[src/rtl/arbitro_memoria_dados.sv]
// arbitro_memoria_dados: two-port arbiter / access sequencer for the
// single-port data memory (registered address, one-cycle read latency).
// Serves the CPU load/store path and a host/debug port one access at a time.
// Optional feature: define ARBITRO_RR_EN for round-robin tie-breaking;
// otherwise the CPU has fixed priority on simultaneous requests.
module arbitro_memoria_dados #(
  parameter int ADDR_W = 6,
  parameter int DATA_W = 16
) (
  input  logic              Clock,
  input  logic              Reset,
  input  logic              Cpu_req,
  input  logic              Cpu_we,
  input  logic [ADDR_W-1:0] Cpu_addr,
  input  logic [DATA_W-1:0] Cpu_wdata,
  output logic              Cpu_ack,
  output logic [DATA_W-1:0] Cpu_rdata,
  input  logic              Host_req,
  input  logic              Host_we,
  input  logic [ADDR_W-1:0] Host_addr,
  input  logic [DATA_W-1:0] Host_wdata,
  output logic              Host_ack,
  output logic [DATA_W-1:0] Host_rdata,
  output logic [ADDR_W-1:0] Mem_address,
  output logic [DATA_W-1:0] Mem_data,
  output logic              Mem_wren,
  input  logic [DATA_W-1:0] Mem_q,
  output logic [1:0]        Grant
);

  typedef enum logic [1:0] {
    S_IDLE,
    S_ACCESS,
    S_WAIT,
    S_ACK
  } state_t;

  localparam logic [1:0] GNT_NONE = 2'b00;
  localparam logic [1:0] GNT_CPU  = 2'b01;
  localparam logic [1:0] GNT_HOST = 2'b10;

  state_t              state_q, state_d;
  logic [1:0]          grant_q, grant_d;
  logic                cpu_ack_q, cpu_ack_d;
  logic                host_ack_q, host_ack_d;
  logic [DATA_W-1:0]   cpu_rdata_q, cpu_rdata_d;
  logic [DATA_W-1:0]   host_rdata_q, host_rdata_d;
  logic [ADDR_W-1:0]   mem_address_q, mem_address_d;
  logic [DATA_W-1:0]   mem_data_q, mem_data_d;
  logic                mem_wren_q, mem_wren_d;
  logic                cpu_wins;
`ifdef ARBITRO_RR_EN
  logic                last_host_q, last_host_d;
`endif

  // Next-state and registered-output computation for the access sequence.
  // The memory controls are registered on the IDLE->ACCESS edge so they are
  // valid for the whole ACCESS cycle; the write lands on the edge ending it.
  always_comb begin
    state_d       = state_q;
    grant_d       = grant_q;
    cpu_ack_d     = 1'b0;
    host_ack_d    = 1'b0;
    cpu_rdata_d   = cpu_rdata_q;
    host_rdata_d  = host_rdata_q;
    mem_address_d = mem_address_q;
    mem_data_d    = mem_data_q;
    mem_wren_d    = 1'b0;
    cpu_wins      = 1'b0;
`ifdef ARBITRO_RR_EN
    last_host_d   = last_host_q;
`endif
    case (state_q)
      S_IDLE: begin
        if (Cpu_req || Host_req) begin
`ifdef ARBITRO_RR_EN
          // On a tie the port not served last wins.
          cpu_wins = Cpu_req && (!Host_req || last_host_q);
`else
          cpu_wins = Cpu_req;
`endif
          grant_d       = cpu_wins ? GNT_CPU : GNT_HOST;
          mem_address_d = cpu_wins ? Cpu_addr : Host_addr;
          mem_data_d    = cpu_wins ? Cpu_wdata : Host_wdata;
          mem_wren_d    = cpu_wins ? Cpu_we : Host_we;
          state_d       = S_ACCESS;
        end
      end
      S_ACCESS: begin
        // mem_wren_q holds the granted port's we for this transaction.
        if (mem_wren_q) begin
          cpu_ack_d  = grant_q[0];
          host_ack_d = grant_q[1];
          state_d    = S_ACK;
        end else begin
          state_d    = S_WAIT;
        end
      end
      S_WAIT: begin
        if (grant_q[0]) cpu_rdata_d = Mem_q;
        if (grant_q[1]) host_rdata_d = Mem_q;
        cpu_ack_d  = grant_q[0];
        host_ack_d = grant_q[1];
        state_d    = S_ACK;
      end
      S_ACK: begin
`ifdef ARBITRO_RR_EN
        last_host_d = grant_q[1];
`endif
        grant_d = GNT_NONE;
        state_d = S_IDLE;
      end
      default: begin
        grant_d = GNT_NONE;
        state_d = S_IDLE;
      end
    endcase
  end

  // State and output registers; asynchronous reset clears any access in flight.
  always_ff @(posedge Clock or posedge Reset) begin
    if (Reset) begin
      state_q       <= S_IDLE;
      grant_q       <= GNT_NONE;
      cpu_ack_q     <= 1'b0;
      host_ack_q    <= 1'b0;
      cpu_rdata_q   <= '0;
      host_rdata_q  <= '0;
      mem_address_q <= '0;
      mem_data_q    <= '0;
      mem_wren_q    <= 1'b0;
`ifdef ARBITRO_RR_EN
      last_host_q   <= 1'b1;
`endif
    end else begin
      state_q       <= state_d;
      grant_q       <= grant_d;
      cpu_ack_q     <= cpu_ack_d;
      host_ack_q    <= host_ack_d;
      cpu_rdata_q   <= cpu_rdata_d;
      host_rdata_q  <= host_rdata_d;
      mem_address_q <= mem_address_d;
      mem_data_q    <= mem_data_d;
      mem_wren_q    <= mem_wren_d;
`ifdef ARBITRO_RR_EN
      last_host_q   <= last_host_d;
`endif
    end
  end

  assign Cpu_ack     = cpu_ack_q;
  assign Cpu_rdata   = cpu_rdata_q;
  assign Host_ack    = host_ack_q;
  assign Host_rdata  = host_rdata_q;
  assign Mem_address = mem_address_q;
  assign Mem_data    = mem_data_q;
  assign Mem_wren    = mem_wren_q;
  assign Grant       = grant_q;

endmodule

[config.mk]
export PLATFORM = sky130hd
export DESIGN_NAME = arbitro_memoria_dados
export DESIGN_NICKNAME = d
export VERILOG_FILES = /design/src/rtl/arbitro_memoria_dados.sv
export SDC_FILE = /design/constraint.sdc
export NUM_CORES = 1
export LEC_CHECK = 0
export ABC_AREA = 1
export ABC_CLOCK_PERIOD_IN_PS = 2000
export CAP_MARGIN = 20
export CORE_MARGIN = 2
export CORE_UTILIZATION = 37
export DETAILED_ROUTE_END_ITERATION = 10
export HOLD_SLACK_MARGIN = 0.05
export PLACE_DENSITY_LB_ADDON = 0.1
export SLEW_MARGIN = 15
export SYNTH_ARGS = -nofsm -noshare
export SYNTH_HDL_FRONTEND = slang
export SYNTH_SLANG_ARGS = --single-unit
[constraint.sdc]
create_clock -name Clock -period 2 [get_ports Clock]
set_input_delay 0.6 -clock Clock [delete_from_list [all_inputs] [get_ports Clock]]
set_output_delay 0.6 -clock Clock [all_outputs]
set_load 0.02 [all_outputs]
==> results of run 1 <==
==> metal layers <==
layer / track usage / vias up / part of all wire
met2: 0.270 / 76 / 0.46
met5: 0 / - / 0
met3: 0.0646 / 9 / 0.084
li1: - / 1248 / -
met1: 0.205 / 1099 / 0.44
met4: 0.0787 / 0 / 0.019
==> cells in the final DEF (no fill, tap or decap), drive strengths merged <==
cell type      instances
a21oi                  1
buf                    6
bufinv                 1
clkbuf                10
clkdlybuf4s50        122
clkinv                 2
clkinvlp               4
dfrtp                 61
dlymetal6s2s           2
ha                     5
inv                   44
nand2                136
nand3                  2
nand3b                 1
nor2                   5
o21ai                 58
==> flip-flops by register name, summed over array words and instances (netlist names) <==
name and cells:
Cpu_rdata 16, Host_rdata 16, Mem_address 6, Cpu_ack 1, Mem_wren 1, Grant 2
Host_ack 1, Mem_data 16, state_q 2
==> metrics by stage <==
stage	std cells	power [mW]	cell area, um^2
6_report	559	6.30	4260
5_1_grt	559	6.75	4260
4_1_cts	559	6.38	4250
3_5_place_dp	543	5.27	4050
3_3_place_gp	543	5.20	4050
2_1_floorplan	329	3.73	2700
==> logic make-up (layout without fill, tap and decap cells) <==
logic type | after synthesis | count (layout) | share of synthesized area
AO/OA/AOI/OAI | 59 | 59 | 0.114
adder cells (fa/ha/maj) | 5 | 5 | 0.0232
buffers and inverters | 60 | 191 | 0.0938
flip-flops | 61 | 61 | 0.566
AND/OR/NAND/NOR | 144 | 144 | 0.203
==> path summary, 6_finish.rpt <==
path | to | slack [ns] | cells after the start
worst max register to register | Mem_data[7] | 0.48 | 6
max in group asynchronous | Mem_data[4] | 1.05 | 3
worst min-delay path | Mem_data[11] | 0.48 | 2
worst min register to register | Mem_data[11] | 0.48 | 2
min in group asynchronous | Mem_data[15] | 0.69 | 3
worst max-delay path | Mem_wren | 0.08 | 1
==> final cells by class <==
class,count,area (um^2)
fillers,677,2880
flip-flops and latches,61,1530
repair buffers,130,1320
multi-input cells,208,916
inverters,45,173
clock buffers,10,138
well taps,99,124
clock inverters,6,62.6
==> report_power, final <==
part           internal, mW  switching, mW  leakage [nW]  total [mW]
clock network         0.604          0.486        0.0943        1.09
registers              1.82          0.326         0.755        2.15
logic                  1.42           1.65          1.28        3.06
total                  3.84           2.46          2.13        6.30
==> what timing repair did <==
item	4_1_cts	5_1_grt
resized for setup	0	2
hold endpoints to repair	0	0
hold buffers	0	0
setup endpoints to repair	0	2
==> metrics.md, run 1 <==
| Metric | Value |
|---|---|
| Status | complete, no violations |
| # Max-Cap Violations | 0 |
| Clock transition at path regs | around 0.07 ns |
| Setup Crit Path Kind | register to primary output |
| Post-Syn Area | between 2000 and 3000 um^2 |
| Detail Route Antenna Nets | 0 |
| Lkg Pwr | approximately 2.1 nW |
| Maximum clock rate | between 0.5 and 0.6 GHz |
| IO Pins | ~130 |
| RSZ-0062 raised after global routing | false |
| FP Rows | 31 |
| Worst path slowest cell | clkdlybuf4s50_1 |
| Die height | between 80 and 90 um |
| Post-synth top area share | 0.566 |
| Critical path required time | 1.40 ns |
| Largest fanout on the critical path | 3 |
| Initial antenna violation count | 0 |
| DRC Markers | 0 |
| Worst Setup SP | Mem_wren |
| Final setup viols | 0 |
| Cells along the critical path | clkdlybuf4s50_1 |
| Layout cells sized above 1 | 0.0543 |
| CTS buffer count | 9 |
| Average routed wire per standard cell | 11.9 um |
| Final WL | between 6000 and 7000 um |
| Layout net count | around 530 |
| N_diodes | 0 |
| Setup TNS Final | 0 ns |
| Largest net degree at the start of global routing | 62 |
| Crit path largest cell delay | a little over 0.6 ns |
| Crit. End Element | primary output |
| Vias in the first global route | approximately 2200 |
| Vias per inst | ~4.4 |
| Minimum clock period | 1.92 ns |
| HP Start | Mem_data[11] |
| TritonRoute pass-1 iters | 6 |
| H-tree Lvls | 3 |
| Tot GR Track Use | 0.170 |
| Start of the worst register-to-register path | state_q[0] |
| IO Port Bufs | roughly 120 |
| Starting Density | 0.378 |
| Post-synth top area cell | dfrtp_1 |
| Distinct cells, synth | 16 |
| Worst Tran Pin Value | 0.405 ns |
| Max Clock Skew | around 0.0058 ns |
| DP Wirelength | roughly 4800 um |
| Drt initial violations | just over 80 |
| Area growth syn-to-layout | 57.9% |
| Top cells by area, synth | dfrtp_1 57%, nand2_1 19%, o21ai_0 9.8%, inv_1 6.1%, ha_1 2.3% |
| Post-Syn Nets | 400 |
| Root buffer cell | clkbuf_8 |
| Async set or reset register ratio after synthesis | 1.00 |
| Top-count cell post-synth | nand2_1 |
| First-pass GRT wire length | 10400 um |
| Final Hold Vio Count | 0 |
| Mapped Cells | roughly 330 |
| PnR worst setup slack | around 0.083 ns |
| EDFF count, synth | 0 |
| Via count | about 2400 |
| CTS tree | done |
| Predominant post-synthesis flop cell | dfrtp_1 |
| Rel. slew slack | 0.729 |
| WP buf/inv | 1 |
| Die area | approximately 8000 um^2 |
| Final hold slack | about 0.48 ns |
| CTS Buffer Depth | 2 |
| Routability Congestion | approximately 0.77 |
| Crit path max-delay family | buffers and inverters |
| Tightest Hold Check Type | register to register |
| Setup bufs post-CTS | 0 |
| Core Footprint | approximately 7100 um^2 |
| Yosys synthesis warning count | 0 |
| Final Util | 0.596 |
| Overflow after GRT | 0 |
| Top cells by count, synth | 136 x nand2_1, 61 x dfrtp_1, 53 x o21ai_0 |
| Sequential-to-total area share from yosys stat | 0.566 |
| Syn avg cell area | roughly 8.2 um^2 |
| CTS Sinks | 61 |
| Max-slew violation count | 0 |
| WP data arrival | approximately 1.3 ns |
| Post-Place Setup Slack | roughly 0.10 ns |
| Startpoint types | register |
| VDD IR max | between 0.0005 and 0.0006 V |
| Clock Latency Late Sink | 0.33 ns |
| Fin crit share | 0.958 |
| Pwr/cell area | 1480 nW/um^2 |
| Die width | roughly 89 um |
| Post-synthesis register bit count | 61 |
(Power assumes the default switching activity.)
==> inputs of run 2 (changes only) <==
Settings changed: ABC_CLOCK_PERIOD_IN_PS 2000 to 1550, CORE_MARGIN 2 to 10.
Clock period 2 ns to 1.55 ns, I/O delays scaled along.
==> run 2 against run 1 <==
Design area hardly changed; utilization shrank 0.27 points; final cell count increased by 0.72%; first-iteration DRC count is 23% lower; register-to-register slack got worse by 0.25 ns; worst hold slack got worse by 0.0027 ns; combinational power rose by 18%; critical endpoint is now Mem_data[6]; highest routed layer unchanged.
==> metrics.md, run 2 (same netlist as run 1, synthesis figures left out) <==
| Metric | Value |
|---|---|
| Detail Route Antenna Nets | 0 (unchanged) |
| FP Rows | 31 (unchanged) |
| Met1 WL | 3100 um (was 2890 um) |
| P_sw | 3.15 mW (was 2.46 mW) |
| Layout net count | 531 (was 526) |
| Logic pwr share | 0.456 (was 0.486) |
| Crit path largest cell delay | 0.38 ns (was 0.61 ns) |
| WP data arrival | 1.04 ns (was 1.32 ns) |
| Pwr/cell area | 1860 nW/um^2 (was 1480 nW/um^2) |
| IO Pins | 125 (unchanged) |
| Pint | 4.78 mW (was 3.84 mW) |
| DP Wirelength | 5780 um (was 4750 um) |
| Tot GR Track Use | 0.134 (was 0.170) |
| Starting Density | 0.376 (was 0.378) |
| Most frequent cells in the layout | 136 x nand2_1, 65 x clkdlybuf4s50_1, 61 x dfrtp_1, 53 x o21ai_0, 49 x dlygate4sd2_1 (was 136 x nand2_1, 122 x clkdlybuf4s50_1, 61 x dfrtp_1, 53 x o21ai_0, 43 x inv_1) |
| Final WL | 7430 um (was 6630 um) |
| Root buffer cell | clkbuf_8 (unchanged) |
| Initial antenna violation count | 0 (unchanged) |
| Lkg Pwr | 2.27 nW (was 2.13 nW) |
| Met2 routed WL | 3560 um (was 3060 um) |
| Final Power | 7.93 mW (was 6.30 mW) |
| Die area | 11100 um^2 (was 7980 um^2) |
| Average routed wire per standard cell | 13.2 um (was 11.9 um) |
| Crit. End Element | primary output (unchanged) |
| Fin crit share | 0.972 |
| Status | complete, no violations (unchanged) |
| WP buf/inv | 1 (unchanged) |
| Maximum clock rate | between 0.6 and 0.7 GHz |
| RSZ-0062 raised after global routing | false (unchanged) |
| Max Clock Skew | 0.00596 ns (was 0.00580 ns) |
| Filler instances | 684 (was 677) |
| Via count | 2437 (was 2432) |
| DRC Markers | 0 (unchanged) |
| Setup TNS Final | 0 ns (unchanged) |
| TritonRoute pass-1 iters | 4 (was 6) |
| CTS buffer count | 9 (unchanged) |
| Routability Congestion | 0.742 (was 0.772) |
| Tightest Hold Check Type | register to register (unchanged) |
| Net Sw Frac | 0.397 (was 0.390) |
| Clock Latency Late Sink | 0.32 ns (was 0.33 ns) |
| IO Port Bufs | 124 (unchanged) |
| Worst Tran Pin Value | 0.326 ns (was 0.405 ns) |
| # Max-Cap Violations | 0 (unchanged) |
| Startpoint types | register (unchanged) |
| Vias in the first global route | 2442 (was 2225) |
| VDD IR max | 0.000624 V (was 0.000569 V) |
| Area growth syn-to-layout | 58.0% (was 57.9%) |
| Largest fanout on the critical path | 2 (was 3) |
| Routed length on met3 | 690 um (was 554 um) |
| Seq pwr share | 0.342 (was 0.341) |
| Setup Crit Path Kind | register to primary output (unchanged) |
| Crit path max-delay family | flip-flops (was buffers and inverters) |
| CTS Buffer Depth | 2 (unchanged) |
| First-pass GRT wire length | 12100 um (was 10400 um) |
| Final setup viols | 0 (unchanged) |
| Critical path required time | 1.08 ns (was 1.40 ns) |
| Rel. slew slack | 0.783 (was 0.729) |
| Die height | 105 um (was 89.3 um) |
| CTS Sinks | 61 (unchanged) |
| Drt initial violations | 62 (was 81) |
| Worst path slowest cell | dfrtp_1 (was clkdlybuf4s50_1) |
| Cells along the critical path | dlygate4sd2_1 (was clkdlybuf4s50_1) |
| H-tree Lvls | 3 (unchanged) |
| Leading cell type in the layout, fill and taps excluded | nand2_1 (unchanged) |
| Final Hold Vio Count | 0 (unchanged) |
| Overflow after GRT | 0 (unchanged) |
| Vias per inst | 4.33 (was 4.35) |
| Core Footprint | 7180 um^2 (was 7140 um^2) |
| CTS tree | done (unchanged) |
| Max layer used | met4 (unchanged) |
| Largest net degree at the start of global routing | 62 (unchanged) |
| Final Util | 0.594 (was 0.596) |
| N_diodes | 0 (unchanged) |
| Clock power share | 0.202 (was 0.173) |
| Layout cells sized above 1 | 0.0668 (was 0.0543) |
| Max-slew violation count | 0 (unchanged) |
| Minimum clock period | between 1.5 and 2 ns |
| Die width | 105 um (was 89.3 um) |
| Clock transition at path regs | 0.06 ns (was 0.07 ns) |
[run 2: final timing paths]
kind                        startpoint  cells after the start  slack (ns)        endpoint
hold reg to reg            Mem_data[1]                      2        0.48     Mem_data[1]
hold / removal             Mem_data[1]                      2        0.48     Mem_data[1]
max in group asynchronous        Reset                      3        0.71     Mem_data[9]
setup reg to reg            state_q[1]                      6        0.23  Mem_address[1]
min in group asynchronous        Reset                      3        0.56    Mem_data[15]
setup / recovery           Mem_data[6]                      1        0.04     Mem_data[6]
[run 2: power by group through the flow]
stage	sequential [mW]	clock, mW	combinational, mW
after floorplan	3.64	0	1.18
after global placement	2.73	0	4.12
after detailed placement	2.75	0	4.18
after CTS	2.72	1.65	3.68
after global routing	2.82	1.72	4.01
final	2.71	1.60	3.62
[run 2: layout make-up]
cell class,count,area (um^2),share of cell area
clock inverters,3,67.6,0.0159
well taps,99,124,0.0291
clock buffers,12,165,0.0388
multi-input cells,208,918,0.216
flip-flops and latches,61,1530,0.358
repair buffers,135,1280,0.301
inverters,45,175,0.0411
[run 2: routing by layer]
| layer | vias up | track usage |
|---|---|---|
| li1 | 1263 | - |
| met1 | 1094 | 0.152 |
| met2 | 72 | 0.215 |
| met3 | 8 | 0.0633 |
| met4 | 0 | 0.0500 |
| met5 | - | 0 |
[run 2: repair_timing]
item                       4_1_cts  5_1_grt
setup buffers                    0        0
gates resized for setup         59       14
hold buffers                     0        0
setup endpoints to repair       59       34
[run 2: tightest hold or removal path: cells and delay by family, from the launching register on]
| kind | cells | cell delay [ns] |
|---|---|---|
| flops | 1 | 0.34 |
| simple gates | 2 | 0.10 |
[run 2: per-stage QoR]
stage | cell area (um^2) | std cells | hold WS (ns) | setup WS, ns
2_1_floorplan | 2700 | 329 | 0.512 | 0.269
3_3_place_gp | 4090 | 548 | 0.461 | -0.168
3_5_place_dp | 4090 | 548 | 0.466 | -0.217
4_1_cts | 4250 | 563 | 0.477 | 0.0120
5_1_grt | 4260 | 563 | 0.507 | 0.00106
6_report | 4260 | 563 | 0.475 | 0.0434
